--- src/rtl/cpu_types_pkg.sv ---
// cpu_types_pkg: shared CPU types (word, PC source select, fetch FSM state, IF/ID latch contents)
package cpu_types_pkg;
   typedef logic [31:0] word_t;
   typedef enum logic [1:0] {PC_SEQ, PC_BR, PC_J, PC_JR} pcsrc_t;
   typedef enum logic [1:0] {RUN, REDIR, HALTED} fetch_state_t;
   typedef struct packed {
      word_t instr;
      word_t npc;
      logic  valid;
   } if_id_t;
endpackage

--- src/rtl/fetch_stage_if.sv ---
// fetch_stage_if: imem, hazard, redirect and IF/ID signals of the fetch stage
//  master: fetch_stage side (drives imemREN/imemaddr and the IF/ID outputs)
//  slave : surrounding pipeline/memory side
interface fetch_stage_if;
   import cpu_types_pkg::*;
   logic   ihit;
   word_t  imemload;
   logic   imemREN;
   word_t  imemaddr;
   logic   pc_hold;
   logic   enable_ID;
   logic   flush_ID;
   pcsrc_t pcsrc;
   word_t  branch_tgt;
   word_t  jump_tgt;
   word_t  jr_tgt;
   logic   halt;
   word_t  instr_ID;
   word_t  npc_ID;
   logic   valid_ID;
   modport master (
      input  ihit, imemload, pc_hold, enable_ID, flush_ID, pcsrc,
             branch_tgt, jump_tgt, jr_tgt, halt,
      output imemREN, imemaddr, instr_ID, npc_ID, valid_ID
   );
   modport slave (
      output ihit, imemload, pc_hold, enable_ID, flush_ID, pcsrc,
             branch_tgt, jump_tgt, jr_tgt, halt,
      input  imemREN, imemaddr, instr_ID, npc_ID, valid_ID
   );
endinterface

--- src/rtl/fetch_stage_if_id_latch.sv ---
// if_id_latch: IF/ID pipeline register with flush (wins) and load enable
//  CLK, nRST : clock, async active-low reset
//  flush     : clear to bubble
//  en        : load d (otherwise hold)
//  d, q      : next / current latch contents
module if_id_latch
   import cpu_types_pkg::*;
(
   input  logic   CLK,
   input  logic   nRST,
   input  logic   flush,
   input  logic   en,
   input  if_id_t d,
   output if_id_t q
);
   always_ff @(posedge CLK or negedge nRST)
      if (!nRST) q <= '0;
      else if (flush) q <= '0;
      else if (en) q <= d;
endmodule

--- src/rtl/fetch_stage.sv ---
// fetch_stage: IF stage owning the PC, imem read requests and the IF/ID latch
//  CLK, nRST : clock, async active-low reset
//  fif       : fetch_stage_if.master (imem, hazard controls, redirect targets, halt, IF/ID outputs)
module fetch_stage
   import cpu_types_pkg::*;
#(
   parameter word_t PC_INIT = 32'h0000_0000
)(
   input  logic CLK,
   input  logic nRST,
   fetch_stage_if.master fif
);
   fetch_state_t state;
   word_t        pc, pc4, tgt;
   logic         redirect, freeze, advance, load;
   if_id_t       d, q;
   assign pc4      = pc + 32'd4;
   assign redirect = fif.pcsrc != PC_SEQ;
   assign tgt      = fif.pcsrc == PC_BR ? fif.branch_tgt :
                     fif.pcsrc == PC_J  ? fif.jump_tgt : fif.jr_tgt;
   // halt takes effect on the edge it is seen, so PC and latch freeze immediately
   assign freeze   = fif.halt | (state == HALTED);
   assign advance  = (state == RUN) & fif.ihit & ~fif.pc_hold & fif.enable_ID;
   // in REDIR any ihit belongs to the stale address, so only RUN may load
   assign load     = (state == RUN) & fif.ihit & ~redirect & ~fif.pc_hold;
   assign d        = load ? if_id_t'{instr: fif.imemload, npc: pc4, valid: 1'b1} : '0;
   always_ff @(posedge CLK or negedge nRST)
      if (!nRST) begin
         pc    <= PC_INIT;
         state <= RUN;
      end else if (freeze) begin
         state <= HALTED;
      end else if (redirect) begin
         pc    <= tgt;
         // a read already returning for the old PC lets us resume directly;
         // otherwise the in-flight response must be skipped in REDIR
         state <= (state == REDIR || !fif.ihit) ? REDIR : RUN;
      end else begin
         if (advance) pc <= pc4;
         state <= RUN;
      end
   if_id_latch u_latch (
      .CLK   (CLK),
      .nRST  (nRST),
      .flush (fif.flush_ID & ~freeze),
      .en    (fif.enable_ID & ~freeze),
      .d     (d),
      .q     (q)
   );
   assign fif.imemREN  = nRST & (state != HALTED);
   assign fif.imemaddr = pc;
   assign fif.instr_ID = q.instr;
   assign fif.npc_ID   = q.npc;
   assign fif.valid_ID = q.valid;
endmodule

--- src/flat_wrapper.sv ---
// flat-port wrapper written by rule: the top's interface ports become plain ports
module fetch_stage_flat import cpu_types_pkg::*;
#(
   parameter word_t PC_INIT = 32'h0000_0000
)
  (CLK, nRST, fif_ihit, fif_imemload, fif_pc_hold, fif_enable_ID, fif_flush_ID, fif_pcsrc, fif_branch_tgt, fif_jump_tgt, fif_jr_tgt, fif_halt, fif_imemREN, fif_imemaddr, fif_instr_ID, fif_npc_ID, fif_valid_ID);
  fetch_stage_if fif_i ();
  input  logic CLK;
  input  logic nRST;
  input wire logic [$bits(fif_i.ihit)-1:0] fif_ihit;
  input wire logic [$bits(fif_i.imemload)-1:0] fif_imemload;
  input wire logic [$bits(fif_i.pc_hold)-1:0] fif_pc_hold;
  input wire logic [$bits(fif_i.enable_ID)-1:0] fif_enable_ID;
  input wire logic [$bits(fif_i.flush_ID)-1:0] fif_flush_ID;
  input wire logic [$bits(fif_i.pcsrc)-1:0] fif_pcsrc;
  input wire logic [$bits(fif_i.branch_tgt)-1:0] fif_branch_tgt;
  input wire logic [$bits(fif_i.jump_tgt)-1:0] fif_jump_tgt;
  input wire logic [$bits(fif_i.jr_tgt)-1:0] fif_jr_tgt;
  input wire logic [$bits(fif_i.halt)-1:0] fif_halt;
  output wire logic [$bits(fif_i.imemREN)-1:0] fif_imemREN;
  output wire logic [$bits(fif_i.imemaddr)-1:0] fif_imemaddr;
  output wire logic [$bits(fif_i.instr_ID)-1:0] fif_instr_ID;
  output wire logic [$bits(fif_i.npc_ID)-1:0] fif_npc_ID;
  output wire logic [$bits(fif_i.valid_ID)-1:0] fif_valid_ID;
  assign fif_i.ihit = fif_ihit;
  assign fif_i.imemload = fif_imemload;
  assign fif_i.pc_hold = fif_pc_hold;
  assign fif_i.enable_ID = fif_enable_ID;
  assign fif_i.flush_ID = fif_flush_ID;
  assign fif_i.pcsrc = fif_pcsrc;
  assign fif_i.branch_tgt = fif_branch_tgt;
  assign fif_i.jump_tgt = fif_jump_tgt;
  assign fif_i.jr_tgt = fif_jr_tgt;
  assign fif_i.halt = fif_halt;
  assign fif_imemREN = fif_i.imemREN;
  assign fif_imemaddr = fif_i.imemaddr;
  assign fif_instr_ID = fif_i.instr_ID;
  assign fif_npc_ID = fif_i.npc_ID;
  assign fif_valid_ID = fif_i.valid_ID;
  fetch_stage #(.PC_INIT(PC_INIT)) u_core (.CLK(CLK), .nRST(nRST), .fif(fif_i));
endmodule
--- config.mk ---
export PLATFORM = sky130hd
export DESIGN_NAME = fetch_stage_flat
export DESIGN_NICKNAME = d
export VERILOG_FILES = /design/src/rtl/cpu_types_pkg.sv /design/src/rtl/fetch_stage_if.sv /design/src/rtl/fetch_stage_if_id_latch.sv /design/src/rtl/fetch_stage.sv /design/src/flat_wrapper.sv
export SDC_FILE = /design/constraint.sdc
export NUM_CORES = 1
export LEC_CHECK = 0
export ABC_AREA = 1
export BUFFER_PORTS_ARGS = -buffer_cell sky130_fd_sc_hd__buf_2
export CAP_MARGIN = 20
export CORE_ASPECT_RATIO = 0.75
export CORE_MARGIN = 2
export CORE_UTILIZATION = 45
export CTS_CLUSTER_DIAMETER = 30
export DETAILED_ROUTE_END_ITERATION = 10
export PLACE_DENSITY = 0.8
export SETUP_SLACK_MARGIN = 0.2
export SYNTH_ARGS = -nofsm -noshare
export SYNTH_HDL_FRONTEND = slang
export SYNTH_SLANG_ARGS = --single-unit
--- constraint.sdc ---
create_clock -name CLK -period 2.9 [get_ports CLK]
set_clock_uncertainty 0.15 [all_clocks]
set_input_delay 0.29 -clock CLK [delete_from_list [all_inputs] [get_ports CLK]]
set_output_delay 0.29 -clock CLK [all_outputs]
set_load 0.01 [all_outputs]
==> results of run 1 <==
-- per-layer routing --
layer,track usage,vias up,share of wire
met3,0.0586,24,0.086
met2,0.468,285,0.45
li1,-,2929,-
met1,0.399,2779,0.45
met4,0.0711,0,0.014
met5,0,-,0
-- repair_timing --
item / in CTS / in global routing
hold buffers: 31 / 0
gates resized for setup: 0 / 0
endpoints found under the hold margin: 129 / 0
-- flip-flops by register name, summed over array words and instances, names as in the netlist --
signal and flops:
u_core.u_latch.q 65, u_core.fif.imemaddr 32, u_core.state 2
-- final cells by class --
cell class / count / area, um^2
Clock buffer: 9 / 225
Clock inverter: 7 / 57.6
Fill cell: 1145 / 4780
Inverter: 30 / 114
Multi-Input combinational cell: 606 / 2740
Sequential cell: 99 / 2480
Tap cell: 166 / 208
Timing Repair Buffer: 274 / 1580
-- power groups by stage --
| stage | clock network [mW] | registers (mW) | logic [mW] |
|---|---|---|---|
| 5_1_grt | 1.24 | 1.38 | 0.318 |
| 4_1_cts | 1.18 | 1.38 | 0.283 |
| 3_5_place_dp | 0 | 1.41 | 0.250 |
| 2_1_floorplan | 0 | 1.41 | 0.101 |
| 3_3_place_gp | 0 | 1.41 | 0.252 |
| 6_report | 1.16 | 1.38 | 0.284 |
-- through the flow --
step           worst slack, ns  cells  power, mW
3_3_place_gp             0.721   1144       1.66
5_1_grt                  0.593   1191       2.94
4_1_cts                  0.768   1191       2.84
6_report                 0.720   1191       2.83
2_1_floorplan             1.22    770       1.51
3_5_place_dp             0.673   1144       1.66
-- synthesized netlist by cell type, types with 2 or more instances --
master / count / area share
nand2_2: 5 / 0.0056
buf_1: 2 / 0.0014
o211ai_1: 9 / 0.012
nor2_4: 8 / 0.016
nand3b_1: 3 / 0.0041
buf_2: 15 / 0.014
a21oi_2: 2 / 0.0032
buf_4: 6 / 0.0081
o21ai_1: 6 / 0.0054
nand2_4: 2 / 0.0041
clkbuf_1: 5 / 0.0034
nor2_1: 110 / 0.074
o21ai_0: 12 / 0.011
nor3_1: 14 / 0.013
xnor2_1: 4 / 0.0063
dfrtp_1: 99 / 0.45
nand3_2: 2 / 0.0036
or2_2: 2 / 0.0023
a21oi_1: 44 / 0.040
nand3_1: 34 / 0.031
xor2_1: 10 / 0.016
buf_6: 7 / 0.014
nand2_1: 322 / 0.22
nor2_2: 3 / 0.0034
o22ai_1: 3 / 0.0034
inv_1: 28 / 0.019
-- cells by family after synthesis --
kind of cell / synth area share
DFF: 0.446
xor gates and xnor gates: 0.0250
adders and majority gates: 0.00225
AOI/OAI and AO/OA: 0.0899
and+or+nand+nor: 0.376
buffers and inverters: 0.0611
-- worst max-delay path by stage --
stage,from,end,slack (ns),cells after the start
CTS,u_core.fif.imemaddr[2]$_DFFE_PN0P_,u_core.fif.imemaddr[16]$_DFFE_PN0P_,0.77,7
global placement,fif_pcsrc[1],u_core.fif.imemaddr[13]$_DFFE_PN0P_,0.72,10
floorplan,u_core.fif.imemaddr[2]$_DFFE_PN0P_,u_core.fif.imemaddr[24]$_DFFE_PN0P_,1.22,7
global route,u_core.state[1]$_DFF_PN0_,u_core.u_latch.q[42]$_DFFE_PN0P_,0.59,8
finish,u_core.fif.imemaddr[2]$_DFFE_PN0P_,u_core.fif.imemaddr[16]$_DFFE_PN0P_,0.72,7
detailed placement,fif_pcsrc[1],u_core.fif.imemaddr[13]$_DFFE_PN0P_,0.67,10
-- worst min-delay path, stage by stage --
cell,delay (ns)
buf_2,0.09
nand2_1,0.06
nand2_1,0.06
==> summary.txt, run 1 <==
Route
  • DRT Wirelength: between 15000 and 20000 um
  • 1st-pass router iterations: 5
  • Via density: 5.05
  • 1st-iter DRT viols: a little under 400
  • Via Count: 6017
  • # DRC: 0
  • Antenna-violating nets left: 0
  • Routed WL per cell: 15.5 um

Yosys
  • Seq cells post-synth: a little under 100
  • Syn Area/Cell: 7.21 um^2
  • Synth Instances: 770
  • Yosys cell types: 39
  • Post-synth top flop: dfrtp_1
  • FFs w/ async S/R, synth: 1.00
  • EDFF count, synth: 0
  • Mapped Nets: 908
  • Register area share after synthesis: 0.446
  • Ys Warns: 0
  • Cell Area, Synth: 5550 um^2

Clocking
  • Reg clk slew, reported paths: 0.07 ns
  • Root Buffer Master: clkbuf_16
  • Setup Buffers After CTS: 0
  • H-tree levels: 3
  • TritonCTS clock tree: yes
  • Max Root-Sink Buffers: 2
  • Num CTS Buffers: 9
  • Clk_lat worst skew: 0.35 ns
  • Clock Sinks: 99

Pwr
  • Gate power share: 0.101
  • Clock Power Share: 0.411
  • Power per cell area: between 300 and 400 nW/um^2
  • Net Switching: 0.715 mW
  • Internal power: 2.11 mW
  • Sequential Power Share: 0.488
  • Worst VDD drop: 0.000281 V
  • Sw Share: 0.253
  • Leakage: just over 4 nW

STA
  • Period utilization: 0.752
  • Slew HR: 0.529
  • Hold Vio Cnt, Final: 0
  • Setup tns final: 0 ns
  • Worst slew pin tran: 0.704 ns
  • Time the worst path needs with I/O delays and setup: 2.18 ns
  • Pins Over Slew Limit: 0
  • Fmax: 459 MHz
  • Hold Slack: 0.0184 ns
  • Final Setup Violations: 0
  • RSZ-0062 raised after global routing: no

Global routing
  • Via count of the first global-routing pass: ~5800
  • Pin count of the biggest net entering global routing: 100
  • First-pass GRT wire length: 30100 um
  • Initial antenna violation count: 0
  • Grt total ovfl: 0
  • GRT Total Usage: 0.288

Floorplanning
  • Die Span Y: roughly 100 um
  • IO Count: between 200 and 250
  • Core area: 12200 um^2
  • Row count: 35
  • Die area: around 13000 um^2
  • Die X: around 130 um
  • Initial Util: 0.456

Place
  • Placer Congestion: 0.919
  • I/O Buffers: ~230
  • HPWL after detailed placement: ~14000 um
  • Placed Area: 6800 um^2

Critical path
  • RR Startpoint: u_core.fif.imemaddr[2]$_DFFE_PN0P_
  • Cell chain of the critical path: ha_1 > nand3_2 > nor2_2 > nand3_1 > xnor2_1 > nand2_1 > a21oi_1
  • Reg2Reg Capture Point: u_core.fif.imemaddr[16]$_DFFE_PN0P_
  • Worst endpoint required time: between 3 and 4 ns
  • Crit-path leading delay family: simple AND/OR/NAND/NOR gates
  • CP bufs+invs: 0
  • Crit-path max cell delay: between 0.5 and 0.6 ns
  • CP max FO: 6
  • Crit. End Element: flip-flop
  • Reg2reg setup slack: around 0.72 ns
  • CP Launch Type: flip-flop
  • Reg2Reg Depth: 7
  • WS Path Type: reg -> reg
  • Slowest cell on crit path: dfrtp_1
  • Crit path arrival time: about 2.3 ns

Min path
  • WHS Path Cells: 3
  • Hold Path Origin: fif_imemload[29]
  • Hold/Removal Path Class: in -> reg
  • Hold Path End: u_core.u_latch.q[62]$_DFFE_PN0P_

Status
  • Status: complete, no violations

Finish
  • Commonest cells after routing, fill and taps aside: nand2_1 (322), buf_2 (233), nor2_1 (110)
  • Fin util: 0.607
  • P&R area growth vs syn: 33.2%
  • # nets final: 1158
  • Share of layout cells above drive strength 1: 0.283
  • Commonest non-fill, non-tap cell in the layout: nand2_1
  • Design area: 7390 um^2
  • # diodes: 0

Job
  • Max-Cap Viols: 0
(Power assumes the default switching activity.)
==> run 2, diff against run 1 <==
- clock period: 2.9 -> 2.2 ns (I/O delays scaled with it)
==> summary.txt, run 2 (synthesized netlist as in run 1, its figures left out) <==
Job
  • Max-Cap Viols: 0

Clocking
  • Num CTS Buffers: 9
  • Root Buffer Master: clkbuf_16
  • TritonCTS clock tree: yes
  • Setup Buffers After CTS: 0
  • Max Root-Sink Buffers: 2
  • H-tree levels: 3
  • Clock Sinks: 99
  • Clk_lat worst skew: ~0.35 ns
  • Reg clk slew, reported paths: 0.07 ns

Status
  • Status: complete, no violations

Critical path
  • Worst endpoint required time: approximately 2.3 ns
  • CP max FO: 6
  • CP Launch Type: flip-flop
  • WS Path Type: reg -> reg
  • Crit. End Element: flip-flop
  • Crit path arrival time: 1.98 ns

Place
  • HPWL after detailed placement: 13300 um
  • Placer Congestion: 0.924
  • I/O Buffers: 234
  • DP Cell Count: 1150
  • Dpl ws: 0.211 ns

Finish
  • Share of layout cells above drive strength 1: 0.290
  • Commonest cells after routing, fill and taps aside: nand2_1 (322), buf_2 (233), nor2_1 (110)
  • Fin util: 0.618
  • # nets final: around 1200
  • Biggest register: u_core.u_latch.q
  • P&R area growth vs syn: 35.4%
  • Max reg flops: between 60 and 70
  • Commonest non-fill, non-tap cell in the layout: nand2_1
  • Final Instance Count excl. Fillers: 1201
  • # diodes: 0

STA
  • Slew HR: 0.642
  • Hold Vio Cnt, Final: 0
  • Final WS setup: 0.315 ns
  • Fmax: 531 MHz
  • Worst slew pin tran: 0.537 ns
  • Setup tns final: 0 ns
  • Pins Over Slew Limit: 0
  • Hold Slack: roughly 0.0067 ns
  • RSZ-0062 raised after global routing: no
  • Time the worst path needs with I/O delays and setup: 1.88 ns
  • Period utilization: 0.857
  • Final Setup Violations: 0

Floorplanning
  • Initial Util: 0.456
  • Die Span Y: around 100 um
  • Core area: 12200 um^2
  • Row count: 35
  • Die X: 132 um
  • Die area: 13300 um^2
  • IO Count: approximately 240

Route
  • # DRC: 0
  • Met2 WL: 7890 um
  • 1st-pass router iterations: 5
  • Routed WL per cell: 15.2 um
  • Via Count: between 6000 and 7000
  • DRT Wirelength: 18200 um
  • Via density: ~5
  • 1st-iter DRT viols: 377
  • Top Metal Used: met4
  • M1 WL: 8270 um
  • Antenna-violating nets left: 0
  • Met3 wire length: 1670 um

Global routing
  • Initial antenna violation count: 1
  • GRT Total Usage: 0.282
  • Grt total ovfl: 0
  • Via count of the first global-routing pass: 5781
  • First-pass GRT wire length: ~30000 um
  • Pin count of the biggest net entering global routing: 100

Min path
  • Hold/Removal Path Class: in -> reg

Pwr
  • Power per cell area: 491 nW/um^2
  • Worst VDD drop: 0.000354 V
  • Leakage: roughly 4.2 nW
==> run 2: changes by cell type in the layout (fill, tap and decap cells not counted), sizes merged <==
cell / change
buf: +6
dlygate4sd3: +4
clkinv: +2
inv: -2
==> run 2: worst max-delay path: stages, from the launching register on <==
cell and delay, ns:
dfrtp_2 0.45, ha_2 0.25, nand3_2 0.16, nor2_4 0.19, nand2_1 0.13, o21ai_0 0.19
nand2_1 0.12, nand2_1 0.08, a21oi_1 0.06
==> run 2: through the flow <==
stage               total power [mW]  cell area, um^2
global placement                2.18             6870
global route                    3.85             7520
finish                          3.69             7520
detailed placement              2.18             6870
floorplan                       1.99             5550
CTS                             3.72             7500
==> run 2: worst paths after layout <==
| check | start | end | slack (ns) | depth (start not counted) |
|---|---|---|---|---|
| min in group asynchronous | nRST | u_core.u_latch.q[7]$_DFFE_PN0P_ | 0.39 | 3 |
| max reg2reg | u_core.fif.imemaddr[2]$_DFFE_PN0P_ | u_core.fif.imemaddr[20]$_DFFE_PN0P_ | 0.32 | 8 |
| max in group asynchronous | nRST | u_core.fif.imemaddr[2]$_DFFE_PN0P_ | 1.09 | 3 |
| min | fif_jr_tgt[1] | u_core.fif.imemaddr[1]$_DFFE_PN0P_ | 0.007 | 3 |
| max | u_core.fif.imemaddr[2]$_DFFE_PN0P_ | u_core.fif.imemaddr[20]$_DFFE_PN0P_ | 0.32 | 8 |
| min reg2reg | u_core.u_latch.q[47]$_DFFE_PN0P_ | u_core.u_latch.q[47]$_DFFE_PN0P_ | 0.33 | 2 |
==> run 2: what timing repair did <==
item / in CTS / in global routing
endpoints found under the setup margin: 0 / 16
gates resized for setup: 0 / 5
endpoints found under the hold margin: 133 / 0
hold buffers: 35 / 0
==> run 2: routing by layer <==
| metal | up-vias | global-route usage |
|---|---|---|
| li1 | 2953 | - |
| met1 | 2849 | 0.387 |
| met2 | 287 | 0.441 |
| met3 | 30 | 0.0758 |
| met4 | 0 | 0.0844 |
| met5 | - | 0 |
==> run 2: layout make-up <==
type | instances | area (um^2)
clock buffers | 9 | 225
well taps | 166 | 208
repair buffers | 284 | 1690
flip-flops and latches | 99 | 2480
fillers | 1090 | 4650
inverters | 30 | 114
clock inverters | 7 | 51.3
multi-input cells | 606 | 2760
==> run 2: report_power, final <==
| part | internal (mW) | total (mW) | switching (mW) |
|---|---|---|---|
| sequential | 1.82 | 1.82 | 0 |
| combinational | 0.185 | 0.381 | 0.196 |
| clock | 0.773 | 1.49 | 0.719 |
| total | 2.78 | 3.69 | 0.915 |
